### src/rtl/mips_rtype_exec_unit_if.sv
// Issue/retire bus of the R-type execution unit: valid/ready instruction input
// and valid/ready result output.
interface mips_rtype_exec_unit_if #(
    parameter int XLEN = 32
);
    logic            in_valid;
    logic            in_ready;
    logic [31:0]     in_instr;
    logic            out_valid;
    logic            out_ready;
    logic [XLEN-1:0] out_result;
    logic [4:0]      out_rd;
    logic            out_ovf;
    logic            out_illegal;

    // master: the issue/retire side driving instructions and taking results
    modport master (
        output in_valid, in_instr, out_ready,
        input  in_ready, out_valid, out_result, out_rd, out_ovf, out_illegal
    );

    modport slave (
        input  in_valid, in_instr, out_ready,
        output in_ready, out_valid, out_result, out_rd, out_ovf, out_illegal
    );
endinterface

### src/rtl/mips_rtype_exec_unit.sv
// Two-stage MIPS R-type execution unit: S1 instruction latch with register read
// and result forwarding, S2 result register driving the retire port.
module mips_rtype_exec_unit #(
    parameter int XLEN  = 32,
    parameter int NREGS = 32,
    parameter int CNT_W = 16
) (
    input  logic                 clk,
    input  logic                 rst_n,
    mips_rtype_exec_unit_if.slave bus,
    input  logic                 clr_sticky,
    output logic                 ovf_sticky,
    output logic [CNT_W-1:0]     retired_count
);
    localparam int          SW      = $clog2(XLEN);
    localparam int          RW      = $clog2(NREGS);
    localparam logic [31:0] NREGS_U = 32'(NREGS);

    localparam logic [5:0] F_SLL  = 6'h00;
    localparam logic [5:0] F_SRL  = 6'h02;
    localparam logic [5:0] F_SRA  = 6'h03;
    localparam logic [5:0] F_SLLV = 6'h04;
    localparam logic [5:0] F_SRLV = 6'h06;
    localparam logic [5:0] F_SRAV = 6'h07;
    localparam logic [5:0] F_ADD  = 6'h20;
    localparam logic [5:0] F_ADDU = 6'h21;
    localparam logic [5:0] F_SUB  = 6'h22;
    localparam logic [5:0] F_SUBU = 6'h23;
    localparam logic [5:0] F_AND  = 6'h24;
    localparam logic [5:0] F_OR   = 6'h25;
    localparam logic [5:0] F_XOR  = 6'h26;
    localparam logic [5:0] F_NOR  = 6'h27;
    localparam logic [5:0] F_SLT  = 6'h2A;
    localparam logic [5:0] F_SLTU = 6'h2B;

    logic            s1_valid_q;
    logic [31:0]     s1_instr_q;
    logic            out_valid_q;
    logic [XLEN-1:0] out_result_q;
    logic [4:0]      out_rd_q;
    logic            out_ovf_q;
    logic            out_illegal_q;
    logic            sticky_q;
    logic [CNT_W-1:0] count_q;
    logic [XLEN-1:0] rf_q [NREGS];

    logic stall, s1_load, s2_load, retire, s2_writes;

    assign stall     = out_valid_q & ~bus.out_ready;
    assign s1_load   = bus.in_valid & bus.in_ready;
    assign s2_load   = s1_valid_q & ~stall;
    assign retire    = out_valid_q & bus.out_ready;
    assign s2_writes = ~out_ovf_q & ~out_illegal_q;

    assign bus.in_ready    = ~stall | ~s1_valid_q;
    assign bus.out_valid   = out_valid_q;
    assign bus.out_result  = out_result_q;
    assign bus.out_rd      = out_rd_q;
    assign bus.out_ovf     = out_ovf_q;
    assign bus.out_illegal = out_illegal_q;
    assign ovf_sticky      = sticky_q;
    assign retired_count   = count_q;

    logic [5:0] op, funct;
    logic [4:0] rs, rt, rd, shamt;
    assign op    = s1_instr_q[31:26];
    assign rs    = s1_instr_q[25:21];
    assign rt    = s1_instr_q[20:16];
    assign rd    = s1_instr_q[15:11];
    assign shamt = s1_instr_q[10:6];
    assign funct = s1_instr_q[5:0];

    logic regs_ok;
    assign regs_ok = ({27'd0, rs} < NREGS_U) && ({27'd0, rt} < NREGS_U) &&
                     ({27'd0, rd} < NREGS_U);

    // Bypass the not-yet-written S2 result so dependent instructions need no bubble.
    logic            fwd_a, fwd_b;
    logic [XLEN-1:0] op_a, op_b;
    assign fwd_a = out_valid_q & s2_writes & (out_rd_q == rs);
    assign fwd_b = out_valid_q & s2_writes & (out_rd_q == rt);
    assign op_a  = (rs == 5'd0) ? '0 : (fwd_a ? out_result_q : rf_q[rs[RW-1:0]]);
    assign op_b  = (rt == 5'd0) ? '0 : (fwd_b ? out_result_q : rf_q[rt[RW-1:0]]);

    logic [SW-1:0]   sh_imm, sh_var;
    logic [XLEN-1:0] sum, diff;
    logic            lt_s, lt_u;
    assign sh_imm = SW'(shamt);
    assign sh_var = op_a[SW-1:0];
    assign sum    = op_a + op_b;
    assign diff   = op_a - op_b;
    assign lt_s   = $signed(op_a) < $signed(op_b);
    assign lt_u   = op_a < op_b;

    logic [XLEN-1:0] res_d;
    logic            ovf_d, ill_d;

    always_comb begin
        // NOTE: every output of this block gets a default first so no path infers a latch.
        res_d = '0;
        ovf_d = 1'b0;
        ill_d = 1'b0;
        if (op != 6'd0 || !regs_ok) begin
            ill_d = 1'b1;
        end else begin
            unique case (funct)
                F_SLL:  res_d = op_b << sh_imm;
                F_SRL:  res_d = op_b >> sh_imm;
                F_SRA:  res_d = XLEN'($signed(op_b) >>> sh_imm);
                F_SLLV: res_d = op_b << sh_var;
                F_SRLV: res_d = op_b >> sh_var;
                F_SRAV: res_d = XLEN'($signed(op_b) >>> sh_var);
                F_ADD: begin
                    res_d = sum;
                    ovf_d = (op_a[XLEN-1] == op_b[XLEN-1]) && (sum[XLEN-1] != op_a[XLEN-1]);
                end
                F_ADDU: res_d = sum;
                F_SUB: begin
                    res_d = diff;
                    ovf_d = (op_a[XLEN-1] != op_b[XLEN-1]) && (diff[XLEN-1] != op_a[XLEN-1]);
                end
                F_SUBU: res_d = diff;
                F_AND:  res_d = op_a & op_b;
                F_OR:   res_d = op_a | op_b;
                F_XOR:  res_d = op_a ^ op_b;
                F_NOR:  res_d = ~(op_a | op_b);
                F_SLT:  res_d = {{(XLEN-1){1'b0}}, lt_s};
                F_SLTU: res_d = {{(XLEN-1){1'b0}}, lt_u};
                default: ill_d = 1'b1;
            endcase
        end
    end

    always_ff @(posedge clk or negedge rst_n) begin
        // NOTE: sequential state uses non-blocking assignments so every flop samples pre-edge values.
        if (!rst_n) begin
            s1_valid_q <= 1'b0;
            s1_instr_q <= '0;
        end else if (s1_load) begin
            s1_valid_q <= 1'b1;
            s1_instr_q <= bus.in_instr;
        end else if (s2_load) begin
            s1_valid_q <= 1'b0;
        end
    end

    always_ff @(posedge clk or negedge rst_n) begin
        if (!rst_n) begin
            out_valid_q   <= 1'b0;
            out_result_q  <= '0;
            out_rd_q      <= '0;
            out_ovf_q     <= 1'b0;
            out_illegal_q <= 1'b0;
        end else if (s2_load) begin
            out_valid_q   <= 1'b1;
            out_result_q  <= res_d;
            out_rd_q      <= rd;
            out_ovf_q     <= ovf_d;
            out_illegal_q <= ill_d;
        end else if (retire) begin
            out_valid_q   <= 1'b0;
        end
    end

    // NOTE: the register file resets to identity values, so it must be built from
    // resettable flops rather than a RAM.
    always_ff @(posedge clk or negedge rst_n) begin
        if (!rst_n) begin
            for (int i = 0; i < NREGS; i++) rf_q[i] <= XLEN'(i);
        end else if (retire && s2_writes && out_rd_q != 5'd0) begin
            rf_q[out_rd_q[RW-1:0]] <= out_result_q;
        end
    end

    // A retiring overflow beats a same-cycle clear.
    always_ff @(posedge clk or negedge rst_n) begin
        if (!rst_n) begin
            sticky_q <= 1'b0;
            count_q  <= '0;
        end else begin
            if (retire && out_ovf_q) sticky_q <= 1'b1;
            else if (clr_sticky)     sticky_q <= 1'b0;
            if (retire) count_q <= count_q + 1'b1;
        end
    end
endmodule

### src/flat_wrapper.sv
// flat-port wrapper written by rule: the top's interface ports become plain ports
module mips_rtype_exec_unit_flat 
#(
    parameter int XLEN  = 32,
    parameter int NREGS = 32,
    parameter int CNT_W = 16
)
  (clk, rst_n, clr_sticky, ovf_sticky, retired_count, bus_in_valid, bus_in_instr, bus_out_ready, bus_in_ready, bus_out_valid, bus_out_result, bus_out_rd, bus_out_ovf, bus_out_illegal);
  mips_rtype_exec_unit_if #(.XLEN(XLEN)) bus_i ();
  input  logic clk;
  input  logic rst_n;
  input  logic clr_sticky;
  output logic ovf_sticky;
  output logic [CNT_W-1:0] retired_count;
  input wire logic [$bits(bus_i.in_valid)-1:0] bus_in_valid;
  input wire logic [$bits(bus_i.in_instr)-1:0] bus_in_instr;
  input wire logic [$bits(bus_i.out_ready)-1:0] bus_out_ready;
  output wire logic [$bits(bus_i.in_ready)-1:0] bus_in_ready;
  output wire logic [$bits(bus_i.out_valid)-1:0] bus_out_valid;
  output wire logic [$bits(bus_i.out_result)-1:0] bus_out_result;
  output wire logic [$bits(bus_i.out_rd)-1:0] bus_out_rd;
  output wire logic [$bits(bus_i.out_ovf)-1:0] bus_out_ovf;
  output wire logic [$bits(bus_i.out_illegal)-1:0] bus_out_illegal;
  assign bus_i.in_valid = bus_in_valid;
  assign bus_i.in_instr = bus_in_instr;
  assign bus_i.out_ready = bus_out_ready;
  assign bus_in_ready = bus_i.in_ready;
  assign bus_out_valid = bus_i.out_valid;
  assign bus_out_result = bus_i.out_result;
  assign bus_out_rd = bus_i.out_rd;
  assign bus_out_ovf = bus_i.out_ovf;
  assign bus_out_illegal = bus_i.out_illegal;
  mips_rtype_exec_unit #(.XLEN(XLEN), .NREGS(NREGS), .CNT_W(CNT_W)) u_core (.clk(clk), .rst_n(rst_n), .bus(bus_i), .clr_sticky(clr_sticky), .ovf_sticky(ovf_sticky), .retired_count(retired_count));
endmodule
### config.mk
export PLATFORM = sky130hd
export DESIGN_NAME = mips_rtype_exec_unit_flat
export DESIGN_NICKNAME = d
export VERILOG_FILES = /design/src/rtl/mips_rtype_exec_unit_if.sv /design/src/rtl/mips_rtype_exec_unit.sv /design/src/flat_wrapper.sv
export SDC_FILE = /design/constraint.sdc
export NUM_CORES = 2
export LEC_CHECK = 0
export ABC_AREA = 1
export BUFFER_PORTS_ARGS = -buffer_cell sky130_fd_sc_hd__clkbuf_2
export CAP_MARGIN = 20
export CORE_MARGIN = 2
export CORE_UTILIZATION = 42
export CTS_CLUSTER_DIAMETER = 120
export DETAILED_ROUTE_END_ITERATION = 8
export PLACE_DENSITY = 0.59
export SLEW_MARGIN = 20
export SYNTH_ARGS = -nofsm -noshare
export SYNTH_HDL_FRONTEND = slang
export SYNTH_SLANG_ARGS = --single-unit
### constraint.sdc
create_clock -name clk -period 8.6 [get_ports clk]
set_clock_uncertainty 0.05 [all_clocks]
set_input_delay 0.86 -clock clk [delete_from_list [all_inputs] [get_ports clk]]
set_output_delay 0.86 -clock clk [all_outputs]
set_load 0.02 [all_outputs]
==> summary.log <==
qor: grt.grt_util_met2 54.6%
qor: drt.wire_per_inst 27.2 um
qor: clocking.cts.sink_count 1,114
qor: drt.final_wirelength 335,000 um
qor: clocking.cts_made_buffers 137
qor: critical_path.worstPathArrival 7710 ps
qor: flow_run.drv_cap 0
qor: pwr.share_of_total_power_in_sequential_cells 29.1%
qor: grt.gr-usage-met3 8.54%
qor: clocking.clkSlewWorstSetupHoldPaths 60 ps
qor: drt.drt-initial-drc-count 11,700
qor: clocking.cts_resized 0
qor: run_status.failed_checks design-rule violations
qor: clocking.clock_latency 810 ps
qor: floorplanning.rows 152
qor: floorplanning.core_area 171,000 um^2
qor: clocking.clk_root_buffer_cell clkbuf_16
qor: final_layout.layout_commonest_cell nand2_1
qor: critical_path.worst_path_most_repeated_cell nand2_1
qor: placement.port_buffers 94
qor: logic_synthesis.synthDominantAreaCellType dfrtp_1
qor: pwr.p_per_area 241 nW/um^2
qor: grt.globalRouteMet1Util 51.8%
qor: pwr.leakage 34.4 nW
qor: grt.overflow 0
qor: sta.max_slew_margin 19.1%
qor: sta.fin_crit 7050 ps
qor: sta.setup_viol_count_final 0
qor: grt.antenna_violations_before_repair 14
qor: pwr.p_int 10.6 mW
qor: sta.finalCritPeriodShare 81.9%
qor: grt.grt.busiest_layer met2
qor: sta.fmax 0.142 GHz
qor: critical_path.path_depth 24
qor: critical_path.start_kind flip-flop
qor: logic_synthesis.synthDistinctLibCells 63
qor: floorplanning.initial_cell_density_of_the_core 42.2%
qor: logic_synthesis.synth_largest_type_area_fraction 35.9%
qor: floorplanning.die_width 419 um
qor: final_layout.layout-drive-gt1-share 7.08%
qor: placement.dpl.hpwl 211,000 um
qor: sta.final.hold.worst_slack 209 ps
qor: critical_path.critical_path.max_stage_delay 890 ps
qor: logic_synthesis.synth_enable_flop_cells 0
qor: sta.slew_violations 0
qor: sta.timing.setup.tns 0 ps
qor: pwr.netSwitchingFraction 43.5%
qor: min_path.holdCritPathClass input port to flip-flop
qor: drt.ant_nets 0
qor: critical_path.crit_fanout 112
qor: critical_path.criticalPathCategory flip-flop to flip-flop
qor: drt.vias 76,200
qor: final_layout.layout.cells.most_common_list 2,465 x nand2_1, 1,951 x o21ai_0, 1,073 x nand3_1, 1,024 x dfrtp_1, 744 x inv_1
qor: grt.vias_in_the_first_global_route 69,300
qor: pwr.clock_power_share 31.9%
qor: grt.grt_first_pass_wirelength 485,000 um
qor: final_layout.final_design_utilization 45.4%
qor: pwr.power.combinational.fraction 39.0%
qor: floorplanning.die_area 175,000 um^2
qor: logic_synthesis.netlist_instances 10,400
qor: min_path.min_delay_path_depth 2
qor: sta.worst_slew_pin_slew 1210 ps
qor: drt.drc 2
qor: critical_path.timing.critical_path.required 9260 ps
qor: sta.grt_setup_unrepaired no
qor: drt.drtPass1Iterations 9
qor: critical_path.slowest_stage dfrtp_4
qor: critical_path.r2r_cells 24
qor: clocking.htree_levels 4
qor: logic_synthesis.synth_fp_nets 10,600
qor: clocking.tritoncts done
qor: grt.track_usage 37.3%
qor: logic_synthesis.post_synth_instance_area 72,200 um^2
qor: pwr.post_layout_power 18.7 mW
qor: floorplanning.die_height 419 um
qor: floorplanning.num_io_pins 95
qor: pwr.worst_ir_drop_vdd 0.179 mV
qor: clocking.cts_buffer_depth 3
qor: grt.grt_max_degree 209
qor: placement.place.gp.congestion 1.10
qor: pwr.total_switching_power 8.16 mW
qor: logic_synthesis.post_synth_main_area_contributors dfrtp_1 36%, o21ai_0 14%, nand2_1 13%
qor: final_layout.finalNetCount 10,100
qor: logic_synthesis.synth-async-reset-ratio 100%
qor: critical_path.worstPathBufferInverterCount 5
qor: critical_path.kind_of_cell_adding_the_most_delay_to_the_critical_path simple AND/OR/NAND/NOR gates
qor: logic_synthesis.synth.ff_latch_count 1,114
qor: logic_synthesis.synth_area_per_cell 6.91 um^2
qor: sta.hold_viol_final 0
qor: final_layout.area_growth 7.72%
qor: logic_synthesis.yosysWarnings 0
qor: run_status.outcome finished, violations left
qor: critical_path.crit_path_cell_chain buf_12 -> buf_4 -> a21oi_1 -> o21ai_0 -> o21ai_0 -> o22ai_1 -> o21ai_0 -> o21ai_0 -> a21oi_1 -> ha_1 -> inv_1 -> nor2_1 -> inv_1 -> nor2_1 -> inv_1 -> nor3_1 -> nand2_1 -> nand3_1 -> nand2_1 -> nand2_1 -> nand2_1 -> nand2_1 -> nand2_1 -> o21ai_1
qor: logic_synthesis.ys_seq_area_share 38.8%
qor: drt.route.detailed.vias_per_inst 6.20
qor: logic_synthesis.synth-main-ff-cell dfrtp_1
qor: critical_path.setup.worst_path.end_class flip-flop
## registers in the layout, summed over array words and instances, names as in the netlist
name                    count
u_core.s1_instr_q          32
u_core.rf_q              1024
u_core.bus.out_illegal      1
u_core.retired_count       16
u_core.bus.out_valid        1
u_core.bus.out_rd           5
u_core.ovf_sticky           1
u_core.bus.out_result      32
u_core.bus.out_ovf          1
u_core.s1_valid_q           1
## metal layers
layer | share of wire, % | wire (um)
met1 | 41 | 138000
met2 | 42 | 141000
met3 | 11 | 37800
met4 | 5.4 | 17900
met5 | 0.011 | 36
## worst paths after layout
kind                                       start                 end  slack, ps
max                        u_core.s1_instr_q[22]  u_core.bus.out_ovf       1550
min                                   clr_sticky   u_core.ovf_sticky        210
max in group asynchronous                  rst_n    u_core.rf_q[503]       5840
min in group asynchronous                  rst_n    u_core.rf_q[450]        590
max reg2reg                u_core.s1_instr_q[22]  u_core.bus.out_ovf       1550
min reg2reg                     u_core.rf_q[995]    u_core.rf_q[995]        340
## per-stage QoR
step | instance area (um^2) | setup slack, ps | cells
after global placement | 73100 | 1920 | 12000
final | 77700 | 1550 | 12300
after global routing | 77700 | 1410 | 12300
after CTS | 77700 | 1980 | 12300
after floorplan | 72200 | 4310 | 10400
after detailed placement | 73100 | 2010 | 12000
## final cells by class
| class | instances | area (um^2) |
|---|---|---|
| antenna | 7 | 17.5 |
| sequential | 1114 | 28000 |
| multi-input combinational | 7666 | 37500 |
| inverter | 789 | 3000 |
| timing repair buffer | 239 | 1870 |
| clock buffer | 198 | 3910 |
| fill | 17600 | 93400 |
| tap | 2233 | 2790 |
| clock inverter | 43 | 622 |
## what timing repair did
action	CTS	global route
endpoints found under the hold margin	12	0
endpoints found under the setup margin	0	0
hold buffers	1	0
buffers inserted	0	0
## synthesized netlist by cell type, drive strengths merged (2+ instances only)
| library cell | number |
|---|---|
| o31ai | 2 |
| or2 | 24 |
| clkinv | 6 |
| nor3 | 46 |
| a21oi | 597 |
| buf | 380 |
| o21bai | 5 |
| a21boi | 2 |
| xor2 | 17 |
| o21ai | 2018 |
| nor3b | 3 |
| dfstp | 80 |
| o32ai | 3 |
| o211ai | 366 |
| nor2 | 634 |
| a221oi | 13 |
| ha | 107 |
| mux2 | 13 |
| nor4 | 9 |
| a2111oi | 3 |
| nand3 | 1081 |
| a31oi | 7 |
| and3 | 2 |
| o221ai | 47 |
| nand3b | 10 |
| clkbuf | 499 |
| a211oi | 24 |
| o21a | 11 |
| o2111ai | 14 |
| o22ai | 37 |
| nand4 | 36 |
| xnor2 | 2 |
| dfrtp | 1034 |
| nand2 | 2525 |
| a21o | 2 |
| inv | 783 |
## cells by family (layout without fill, tap and decap cells)
group           count (synthesis)  in the layout  synth area share, %
buf+inv                      1668           1269                 9.72
simple gates                 4371           4371                 25.2
fa+ha+maj                     108            108                 1.88
other cells                     0              7                    0
compound gates               3154           3154                 23.9
xor+xnor                       19             19                0.231
flops                        1114           1114                 38.8
mux                            14             14                0.217
## power groups by stage
stage | clock network [mW] | logic (mW) | registers (mW)
final | 5.98 | 7.31 | 5.46
after global routing | 6.24 | 7.76 | 5.45
after CTS | 6.03 | 7.01 | 5.45
after detailed placement | 0 | 6.98 | 5.54
after global placement | 0 | 7.02 | 5.54
after floorplan | 0 | 4.46 | 5.45
Power figures use the tool's default switching activity.
